`src/rtl/lmem_port_arbiter_if.sv`:
```
// Requester and layer-memory port bundle for lmem_port_arbiter.
// slave is the arbiter's view; master is the requesters-plus-memory side.
interface lmem_port_arbiter_if #(
    parameter int unsigned NREQ = 3,
    parameter int unsigned AW   = 12,
    parameter int unsigned DW   = 20
);
    logic [NREQ-1:0]    rq_valid;
    logic [NREQ-1:0]    rq_we;
    logic [NREQ-1:0]    rq_lock;
    logic [3*NREQ-1:0]  rq_sel;
    logic [AW*NREQ-1:0] rq_addr;
    logic [DW*NREQ-1:0] rq_wdata;
    logic [NREQ-1:0]    rq_ready;
    logic [NREQ-1:0]    rs_valid;
    logic [DW-1:0]      rs_data;
    logic               cwr;
    logic               crd;
    logic [AW-1:0]      caddr_wr;
    logic [AW-1:0]      caddr_rd;
    logic [DW-1:0]      cdata_wr;
    logic [2:0]         csel;
    logic [DW-1:0]      cdata_rd;
    logic               idle;

    modport slave (
        input  rq_valid, rq_we, rq_lock, rq_sel, rq_addr, rq_wdata, cdata_rd,
        output rq_ready, rs_valid, rs_data, cwr, crd, caddr_wr, caddr_rd, cdata_wr, csel, idle
    );

    modport master (
        output rq_valid, rq_we, rq_lock, rq_sel, rq_addr, rq_wdata, cdata_rd,
        input  rq_ready, rs_valid, rs_data, cwr, crd, caddr_wr, caddr_rd, cdata_wr, csel, idle
    );
endinterface

```
`src/rtl/lmem_port_arbiter.sv`:
```
// Round-robin arbiter sharing the single layer-memory port between CNN engines,
// with burst locking and read-data routing back to the issuing engine.
module lmem_port_arbiter #(
    parameter int unsigned NREQ = 3,
    parameter int unsigned AW   = 12,
    parameter int unsigned DW   = 20
) (
    input logic               clk,
    input logic               reset,
    lmem_port_arbiter_if.slave bus
);
    localparam int unsigned IW = (NREQ > 1) ? $clog2(NREQ) : 1;
    localparam logic [IW-1:0] LAST_ID = IW'(NREQ - 1);

    logic [IW-1:0]   rr_ptr_q;
    logic            lock_valid_q;
    logic [IW-1:0]   lock_id_q;
    logic [IW-1:0]   iss_id_q;
    logic            rd_valid_q;
    logic [IW-1:0]   rd_id_q;
    logic            cwr_q;
    logic            crd_q;
    logic [AW-1:0]   caddr_wr_q;
    logic [AW-1:0]   caddr_rd_q;
    logic [DW-1:0]   cdata_wr_q;
    logic [2:0]      csel_q;

    logic [NREQ-1:0] grant;
    logic [IW-1:0]   gnt_id;
    logic            accept;
    logic            found;
    logic [IW:0]     scan;
    logic [IW-1:0]   rr_ptr_d;
    logic            gnt_we;
    logic            gnt_lock;
    logic [2:0]      gnt_sel;
    logic [AW-1:0]   gnt_addr;
    logic [DW-1:0]   gnt_wdata;

    // Grant depends only on registered state and rq_valid.
    always_comb begin
        grant  = '0;
        gnt_id = '0;
        found  = 1'b0;
        scan   = '0;
        if (lock_valid_q) begin
            if (bus.rq_valid[lock_id_q]) begin
                grant[lock_id_q] = 1'b1;
                gnt_id           = lock_id_q;
            end
        end else begin
            for (int unsigned k = 0; k < NREQ; k++) begin
                scan = {1'b0, rr_ptr_q} + (IW+1)'(k);
                if (scan >= (IW+1)'(NREQ)) begin
                    scan = scan - (IW+1)'(NREQ);
                end
                if (!found && bus.rq_valid[scan[IW-1:0]]) begin
                    found                  = 1'b1;
                    grant[scan[IW-1:0]]    = 1'b1;
                    gnt_id                 = scan[IW-1:0];
                end
            end
        end
        if (reset) begin
            grant = '0;
        end
    end

    assign accept    = |grant;
    assign gnt_we    = bus.rq_we[gnt_id];
    assign gnt_lock  = bus.rq_lock[gnt_id];
    assign gnt_sel   = bus.rq_sel[32'(gnt_id) * 3 +: 3];
    assign gnt_addr  = bus.rq_addr[32'(gnt_id) * AW +: AW];
    assign gnt_wdata = bus.rq_wdata[32'(gnt_id) * DW +: DW];
    assign rr_ptr_d  = (gnt_id == LAST_ID) ? '0 : gnt_id + 1'b1;

    always_ff @(posedge clk or posedge reset) begin
        if (reset) begin
            rr_ptr_q     <= '0;
            lock_valid_q <= 1'b0;
            lock_id_q    <= '0;
            iss_id_q     <= '0;
            rd_valid_q   <= 1'b0;
            rd_id_q      <= '0;
            cwr_q        <= 1'b0;
            crd_q        <= 1'b0;
            caddr_wr_q   <= '0;
            caddr_rd_q   <= '0;
            cdata_wr_q   <= '0;
            csel_q       <= '0;
        end else begin
            cwr_q      <= 1'b0;
            crd_q      <= 1'b0;
            // Read data from the memory lands one cycle after crd.
            rd_valid_q <= crd_q;
            rd_id_q    <= iss_id_q;
            if (accept) begin
                iss_id_q <= gnt_id;
                csel_q   <= gnt_sel;
                if (gnt_we) begin
                    cwr_q      <= 1'b1;
                    caddr_wr_q <= gnt_addr;
                    cdata_wr_q <= gnt_wdata;
                end else begin
                    crd_q      <= 1'b1;
                    caddr_rd_q <= gnt_addr;
                end
                if (gnt_lock) begin
                    lock_valid_q <= 1'b1;
                    lock_id_q    <= gnt_id;
                end else begin
                    lock_valid_q <= 1'b0;
                    rr_ptr_q     <= rr_ptr_d;
                end
            end
        end
    end

    always_comb begin
        bus.rs_valid = '0;
        if (rd_valid_q) begin
            bus.rs_valid[rd_id_q] = 1'b1;
        end
    end

    assign bus.rq_ready = grant;
    assign bus.rs_data  = rd_valid_q ? bus.cdata_rd : '0;
    assign bus.cwr      = cwr_q;
    assign bus.crd      = crd_q;
    assign bus.caddr_wr = caddr_wr_q;
    assign bus.caddr_rd = caddr_rd_q;
    assign bus.cdata_wr = cdata_wr_q;
    assign bus.csel     = csel_q;
    assign bus.idle     = !reset && !lock_valid_q && !crd_q && !rd_valid_q;
endmodule

```
`src/flat_wrapper.sv`:
```
// flat-port wrapper written by rule: the top's interface ports become plain ports
module lmem_port_arbiter_flat 
#(
    parameter int unsigned NREQ = 3,
    parameter int unsigned AW   = 12,
    parameter int unsigned DW   = 20
)
  (clk, reset, bus_rq_valid, bus_rq_we, bus_rq_lock, bus_rq_sel, bus_rq_addr, bus_rq_wdata, bus_cdata_rd, bus_rq_ready, bus_rs_valid, bus_rs_data, bus_cwr, bus_crd, bus_caddr_wr, bus_caddr_rd, bus_cdata_wr, bus_csel, bus_idle);
  lmem_port_arbiter_if #(.NREQ(NREQ), .AW(AW), .DW(DW)) bus_i ();
  input logic clk;
  input logic reset;
  input wire logic [$bits(bus_i.rq_valid)-1:0] bus_rq_valid;
  input wire logic [$bits(bus_i.rq_we)-1:0] bus_rq_we;
  input wire logic [$bits(bus_i.rq_lock)-1:0] bus_rq_lock;
  input wire logic [$bits(bus_i.rq_sel)-1:0] bus_rq_sel;
  input wire logic [$bits(bus_i.rq_addr)-1:0] bus_rq_addr;
  input wire logic [$bits(bus_i.rq_wdata)-1:0] bus_rq_wdata;
  input wire logic [$bits(bus_i.cdata_rd)-1:0] bus_cdata_rd;
  output wire logic [$bits(bus_i.rq_ready)-1:0] bus_rq_ready;
  output wire logic [$bits(bus_i.rs_valid)-1:0] bus_rs_valid;
  output wire logic [$bits(bus_i.rs_data)-1:0] bus_rs_data;
  output wire logic [$bits(bus_i.cwr)-1:0] bus_cwr;
  output wire logic [$bits(bus_i.crd)-1:0] bus_crd;
  output wire logic [$bits(bus_i.caddr_wr)-1:0] bus_caddr_wr;
  output wire logic [$bits(bus_i.caddr_rd)-1:0] bus_caddr_rd;
  output wire logic [$bits(bus_i.cdata_wr)-1:0] bus_cdata_wr;
  output wire logic [$bits(bus_i.csel)-1:0] bus_csel;
  output wire logic [$bits(bus_i.idle)-1:0] bus_idle;
  assign bus_i.rq_valid = bus_rq_valid;
  assign bus_i.rq_we = bus_rq_we;
  assign bus_i.rq_lock = bus_rq_lock;
  assign bus_i.rq_sel = bus_rq_sel;
  assign bus_i.rq_addr = bus_rq_addr;
  assign bus_i.rq_wdata = bus_rq_wdata;
  assign bus_i.cdata_rd = bus_cdata_rd;
  assign bus_rq_ready = bus_i.rq_ready;
  assign bus_rs_valid = bus_i.rs_valid;
  assign bus_rs_data = bus_i.rs_data;
  assign bus_cwr = bus_i.cwr;
  assign bus_crd = bus_i.crd;
  assign bus_caddr_wr = bus_i.caddr_wr;
  assign bus_caddr_rd = bus_i.caddr_rd;
  assign bus_cdata_wr = bus_i.cdata_wr;
  assign bus_csel = bus_i.csel;
  assign bus_idle = bus_i.idle;
  lmem_port_arbiter #(.NREQ(NREQ), .AW(AW), .DW(DW)) u_core (.clk(clk), .reset(reset), .bus(bus_i));
endmodule
```
`config.mk`:
```
export PLATFORM = sky130hd
export DESIGN_NAME = lmem_port_arbiter_flat
export DESIGN_NICKNAME = d
export VERILOG_FILES = /design/src/rtl/lmem_port_arbiter_if.sv /design/src/rtl/lmem_port_arbiter.sv /design/src/flat_wrapper.sv
export SDC_FILE = /design/constraint.sdc
export NUM_CORES = 1
export LEC_CHECK = 0
export BUFFER_PORTS_ARGS = -buffer_cell sky130_fd_sc_hd__buf_4
export CAP_MARGIN = 5
export CORE_MARGIN = 10
export CORE_UTILIZATION = 40
export CTS_CLUSTER_DIAMETER = 30
export DETAILED_ROUTE_END_ITERATION = 6
export GPL_ROUTABILITY_DRIVEN = 0
export PLACE_DENSITY = 0.85
export SLEW_MARGIN = 0
export SYNTH_ARGS = -nofsm -noshare
export SYNTH_HDL_FRONTEND = slang
export SYNTH_SLANG_ARGS = --single-unit
```
`constraint.sdc`:
```
create_clock -name clk -period 4.16 [get_ports clk]
set_input_delay 0.832 -clock clk [delete_from_list [all_inputs] [get_ports clk]]
set_output_delay 0.832 -clock clk [all_outputs]
set_load 0.01 [all_outputs]
```
-- Word-level counts from Yosys, hierarchy flattened
Cells that the tools add are included.
- RAM bits: 0
- logic and storage cells: 117
- latch bits: 0
- bits in read-only memories: 0
- memories: 0
- flip-flop bits (word level): 59
- bits of input ports: 136
- output and inout bits: 76
- divide/modulo/power cells: 0
- equal/unequal tests: 1
- multiply operators: 3
- shift operators: 3
- $add $sub $neg: 6
- $lt $le $gt $ge: 14
- bitwise logic cells: 4
- reduce and logical (&&, ||, !) cells: 21
- muxes and demuxes: 53
- operators with widths (operator ; count):
    60-bit by 8-bit indexed part select with 20-bit output ; 1
    36-bit by 7-bit indexed part select with 12-bit output ; 1
    3-bit 2-to-1 mux ; 9
    2-bit 2-to-1 mux ; 12
    1-bit 2-to-1 mux ; 20
    20-bit 2-to-1 mux ; 1
    2-bit by 3-bit < comparator with 1-bit output, second input constant ; 6
    1-bit binary-select mux with 2-bit select ; 6
    1-bit demux with 2-bit select ; 5
    2-bit by 1-bit >= comparator with 1-bit output, second input constant ; 5
    1-bit logical AND ; 10
    9-bit by 5-bit indexed part select with 3-bit output ; 1
    2-bit by 2-bit multiplier with 4-bit output, second input constant ; 2
    2-bit AND reduction ; 4
    3-bit by 2-bit >= comparator with 1-bit output, second input constant ; 2
    1-bit zero test ; 6
    3-bit OR ; 2
    2-bit subtractor, second input constant ; 3
    2-bit by 3-bit multiplier with 5-bit output, second input constant ; 1
    2-bit by 1-bit adder with 3-bit output, second input constant ; 1
    2-bit by 2-bit adder with 3-bit output, second input constant ; 1
    3-bit OR reduction ; 1
    2-bit by 1-bit adder with 2-bit output, second input constant ; 1
    2-bit == test, second input constant ; 1
    other kinds (2) ; 3

-- Longest topological paths before layout
- depth in word-level cells: 19
- gate-level depth with buffers: 12
- mapped depth without buffers: 9

-- Worst setup path before layout
OpenSTA, ideal clock, no wires.
- kind: input -> register
- start point: input reset
- end point: register u_core.caddr_rd_q[0] (netlist: u_core.bus.caddr_rd[0])
- setup slack: 0.378 ns
- cell stages on the path: 6
- buffers on the path: 1
- required time: 4.033 ns
- library setup time: 0.127 ns
- data arrival time: 3.655 ns
- cells stage by stage: inv_1 o21ai_0 o211ai_4 nor2b_4 buf_6 mux2_1
- word-level cells in the longest chain between the ends: 3
- ends and longest elaborated chain (item ; line ; text):
    start: declaration ; flat_wrapper.sv:11 ; input logic reset;
    3-bit 2-to-1 mux ; lmem_port_arbiter.sv:64 ; if (reset) begin
    3-bit OR reduction ; lmem_port_arbiter.sv:69 ; assign accept = |grant;
    2-bit AND reduction (no source line) ; - ;
    end signal: assignment ; lmem_port_arbiter.sv:106 ; caddr_rd_q <= gnt_addr;
    end: declaration ; lmem_port_arbiter.sv:24 ; logic [AW-1:0] caddr_rd_q;
Every way passes these cells.
A chain may end at the register's enable or synchronous reset.

-- Worst setup path in the final report
- start point: register u_core.rr_ptr_q[0]
- end point: register u_core.caddr_wr_q[8] (netlist: u_core.bus.caddr_wr[8])
- word-level cells in the longest chain between the ends: 18
- elaborated cells between the ends (all ways): 62
- those cells by class: 5 x add/sub; 1 x mul; 9 x order compare; 1 x shift; 35 x mux; 2 x bitwise; 9 x reduce/logical
- ends and longest elaborated chain (item ; line ; text):
    start: declaration ; lmem_port_arbiter.sv:15 ; logic [IW-1:0] rr_ptr_q;
    start signal: assignment ; lmem_port_arbiter.sv:113 ; rr_ptr_q <= rr_ptr_d;
    branches (longest 18 deep; another with 2-bit by 1-bit adder with 3-bit output) ; - ;
    end signal: assignment ; lmem_port_arbiter.sv:102 ; caddr_wr_q <= gnt_addr;
    end: declaration ; lmem_port_arbiter.sv:23 ; logic [AW-1:0] caddr_wr_q;
Parallel ways; which one is timed is not known. The select of a mux whose other input is x is not followed.

==> results.tsv <==
stage	metric	value	unit
power	power_frac_clock	0.135	
power	intPower	2.30	mW
routing	vias	3378	
global_route	grt_pass1_vias	3583	
cts	clock_path_buffers	2	
logic_synthesis	synth_enable_flop_cells	0	
critical_path	cp_top_family	multiplexers	
power	switching_share	0.430	
placement	place_area	0.00488	mm²
sta	holdWs	0.374	ns
floorplan	start_util	0.417	
run	cap_violations	0	
critical_path	critPathMaxStageDelay	0.94	ns
layout	num_antenna_cells	0	
sta	worst_pin_slew	1.20	ns
critical_path	crit_buf_inv	2	
logic_synthesis	synth.avg_cell_area	10.2	µm²
global_route	antenna_found_initial	0	
layout	final_nets	655	
global_route	grt-ovfl-total	0	
routing	dr.pass1.iters	7	
global_route	grt_pass1_wl	18100	µm
logic_synthesis	synth.most_common_cell	dfrtp_1	
sta	slew_headroom	0.180	
status	violations	DRC	
cts	cts_max_level	3	
critical_path	crit_start	u_core.rr_ptr_q[0]	
routing	post-route-drc-count	4	
critical_path	crit_cells	10	
logic_synthesis	yosysTopAreaCell	dfrtp_1	
routing	routed-wl-met2	6240	µm
power	p_leak	2.50	nW
logic_synthesis	syn_inst	319	
power	comb_power_share	0.601	
logic_synthesis	ys_seq_elements	59	
routing	highest_layer	met4	
logic_synthesis	netlist.area_leader.share	0.453	
routing	routed_wirelength	12400	µm
critical_path	crit_slowest_cell	mux2i_4	
critical_path	worstSetupPathType	reg -> reg	
cts	cts_tree	done	
critical_path	r2r_end	u_core.bus.caddr_wr[8]	
power	power_density	793	mW/mm²
sta	setup_tns	0	ns
cts	clockRootBuffer	clkbuf_8	
routing	wl_per_cell	20.0	µm
critical_path	rr_startpoint	u_core.rr_ptr_q[0]	
critical_path	worst-path-max-fanout	42	
cts	cts.clk_slew.worst_paths	0.06	ns
sta	period_needed	3.78	ns
power	peakVddDrop	0.482	mV
critical_path	path_cells	inv_1, ha_1, and2b_1, o2111ai_1, mux2i_4, and2_0, a221o_1, buf_4, nand2_2, mux2_1	
cts	cts_sinks	59	
status	status	finished, violations left	
hold_path	hold_depth	0	
hold_path	min_to	u_core.rd_id_q[0]	
critical_path	r2r_cells	10	
power	power_frac_seq	0.264	
critical_path	cp_data_arrival_time	3.98	ns
layout	final_area	0.00510	mm²
critical_path	r2r_slack	0.38	ns
routing	drtIter0Drc	281	
logic_synthesis	async_reset_ff_frac	1.00	
placement	dp_hpwl	9830	µm
critical_path	required	4.36	ns
sta	grt_setup_unrepaired	no	
critical_path	start_kind	register	
global_route	grt_max_degree	60	
cts	postCtsHoldBufs	0	
global_route	grt_util_all_layers	0.188	
floorplan	num_io_pins	212	
floorplan	die_area	0.0122	mm²
routing	wl_met1	4460	µm
critical_path	crit_path_end_kind	register	
sta	final_hold_viol_count	0	
hold_path	min_path_type	reg -> reg	
floorplan	die_y	110	µm
sta	clock_skew	0.00742	ns
sta	drv_slew	0	
logic_synthesis	yosysUniqueCellTypes	49	
cts	post_cts_buffers	0	
sta	period_share	0.908	
logic_synthesis	ys.flop_type	dfrtp_1	
sta	finalSetupViolCount	0	
routing	viasPerCell	5.43	
logic_synthesis	mappedNetlistArea	0.00326	mm²
layout	drive_above_1_share	0.485	
floorplan	core	0.00781	mm²
logic_synthesis	yosys-top-cells-count	dfrtp_1 (59), nand2_1 (30), a21oi_1 (25)	
logic_synthesis	synth.net_count	459	
floorplan	fp-row-count	32	
hold_path	hold_path_startpoint	u_core.iss_id_q[0]	
layout	syn_to_final_growth	56.5	%
routing	route.met3.wl	1640	µm
cts	clock_latency	0.32	ns
cts	ctsResizeCount	0	
logic_synthesis	yosysSeqAreaShare	0.453	
floorplan	fp.dieW	110	µm
sta	fmax	265	MHz
logic_synthesis	ys_warn_count	0	
cts	cts_buffers	9	
logic_synthesis	yosys-top-cells-area	dfrtp_1 (45%), a222oi_1 (7.4%), mux2_1 (6.2%)	
power	total_power	4.04	mW
placement	portBuffers	211	
routing	ant_nets	0	
power	p_switching	1.74	mW
## placed cells by master, fill, tap and decap left out, types with 2 or more instances in the layout
cell type  instances
inv_1              6
o21ai_0            4
nand3b_1           2
nor4bb_1           3
inv_2              2
a22oi_1           12
a21oi_1           25
buf_4            216
clkinv_2           2
nor3b_1            2
nor2_1             7
and2_1            23
nand2_1           30
dfrtp_1           59
a221o_1            2
clkbuf_8          12
o21ai_1            2
ha_1               4
nand2b_1           3
a222oi_1          24
a31oi_1           22
nand3_1            3
mux2_1            18
mux2_2            10
## metal layers
layer / vias up / GRT usage
li1: 1601 / -
met3: 6 / 0.0824
met2: 183 / 0.333
met4: 0 / 0.0422
met5: - / 0
met1: 1588 / 0.204
## power groups by stage
stage | Clock [mW] | Combinational, mW | Sequential [mW]
floorplan | 0 | 1.45 | 1.13
global placement | 0 | 2.39 | 1.06
detailed placement | 0 | 2.46 | 1.08
CTS | 0.559 | 2.46 | 1.07
global route | 0.591 | 2.68 | 1.10
finish | 0.544 | 2.43 | 1.07
## cell families after synthesis
| logic type | synth area share |
|---|---|
| buffers and inverters | 0.0526 |
| AND/OR/NAND/NOR | 0.141 |
| flip-flops | 0.453 |
| adder cells (fa/ha/maj) | 0.0154 |
| AO/OA/AOI/OAI | 0.235 |
| multiplexers | 0.103 |
## how the worst max path moves through the flow
stage               slack, ns                     end
CTS                      0.40  u_core.bus.caddr_wr[8]
detailed placement       0.29  u_core.bus.caddr_wr[2]
global placement         0.40  u_core.bus.caddr_wr[5]
finish                   0.38  u_core.bus.caddr_wr[8]
global route             0.09  u_core.bus.caddr_wr[8]
floorplan                0.38  u_core.bus.caddr_rd[0]
## state kept, by name, indices dropped and copies added, names as in the netlist
| signal | flops |
|---|---|
| u_core.lock_valid_q | 1 |
| u_core.rd_id_q | 2 |
| u_core.bus.cdata_wr | 20 |
| u_core.lock_id_q | 2 |
| u_core.bus.csel | 3 |
| u_core.bus.cwr | 1 |
| u_core.rd_valid_q | 1 |
| u_core.bus.caddr_wr | 12 |
| u_core.iss_id_q | 2 |
| u_core.bus.crd | 1 |
| u_core.bus.caddr_rd | 12 |
| u_core.rr_ptr_q | 2 |
## cell type report
| class | instances | area, µm² |
|---|---|---|
| fill | 620 | 2710 |
| multi-input combinational | 221 | 1630 |
| timing repair buffer | 216 | 1620 |
| sequential | 59 | 1480 |
| clock buffer | 12 | 165 |
| tap | 102 | 128 |
| clock inverter | 4 | 47.5 |
| inverter | 8 | 30.0 |
## metrics by stage
| stage | std cells | setup WS [ns] | utilization |
|---|---|---|---|
| 2_1_floorplan | 319 | 0.378 | - |
| 6_report | 622 | 0.383 | 0.653 |
| 3_5_place_dp | 606 | 0.294 | 0.626 |
| 5_1_grt | 622 | 0.0874 | 0.653 |
| 3_3_place_gp | 606 | 0.402 | 0.626 |
| 4_1_cts | 622 | 0.396 | 0.653 |
(Power assumes the default switching activity.)
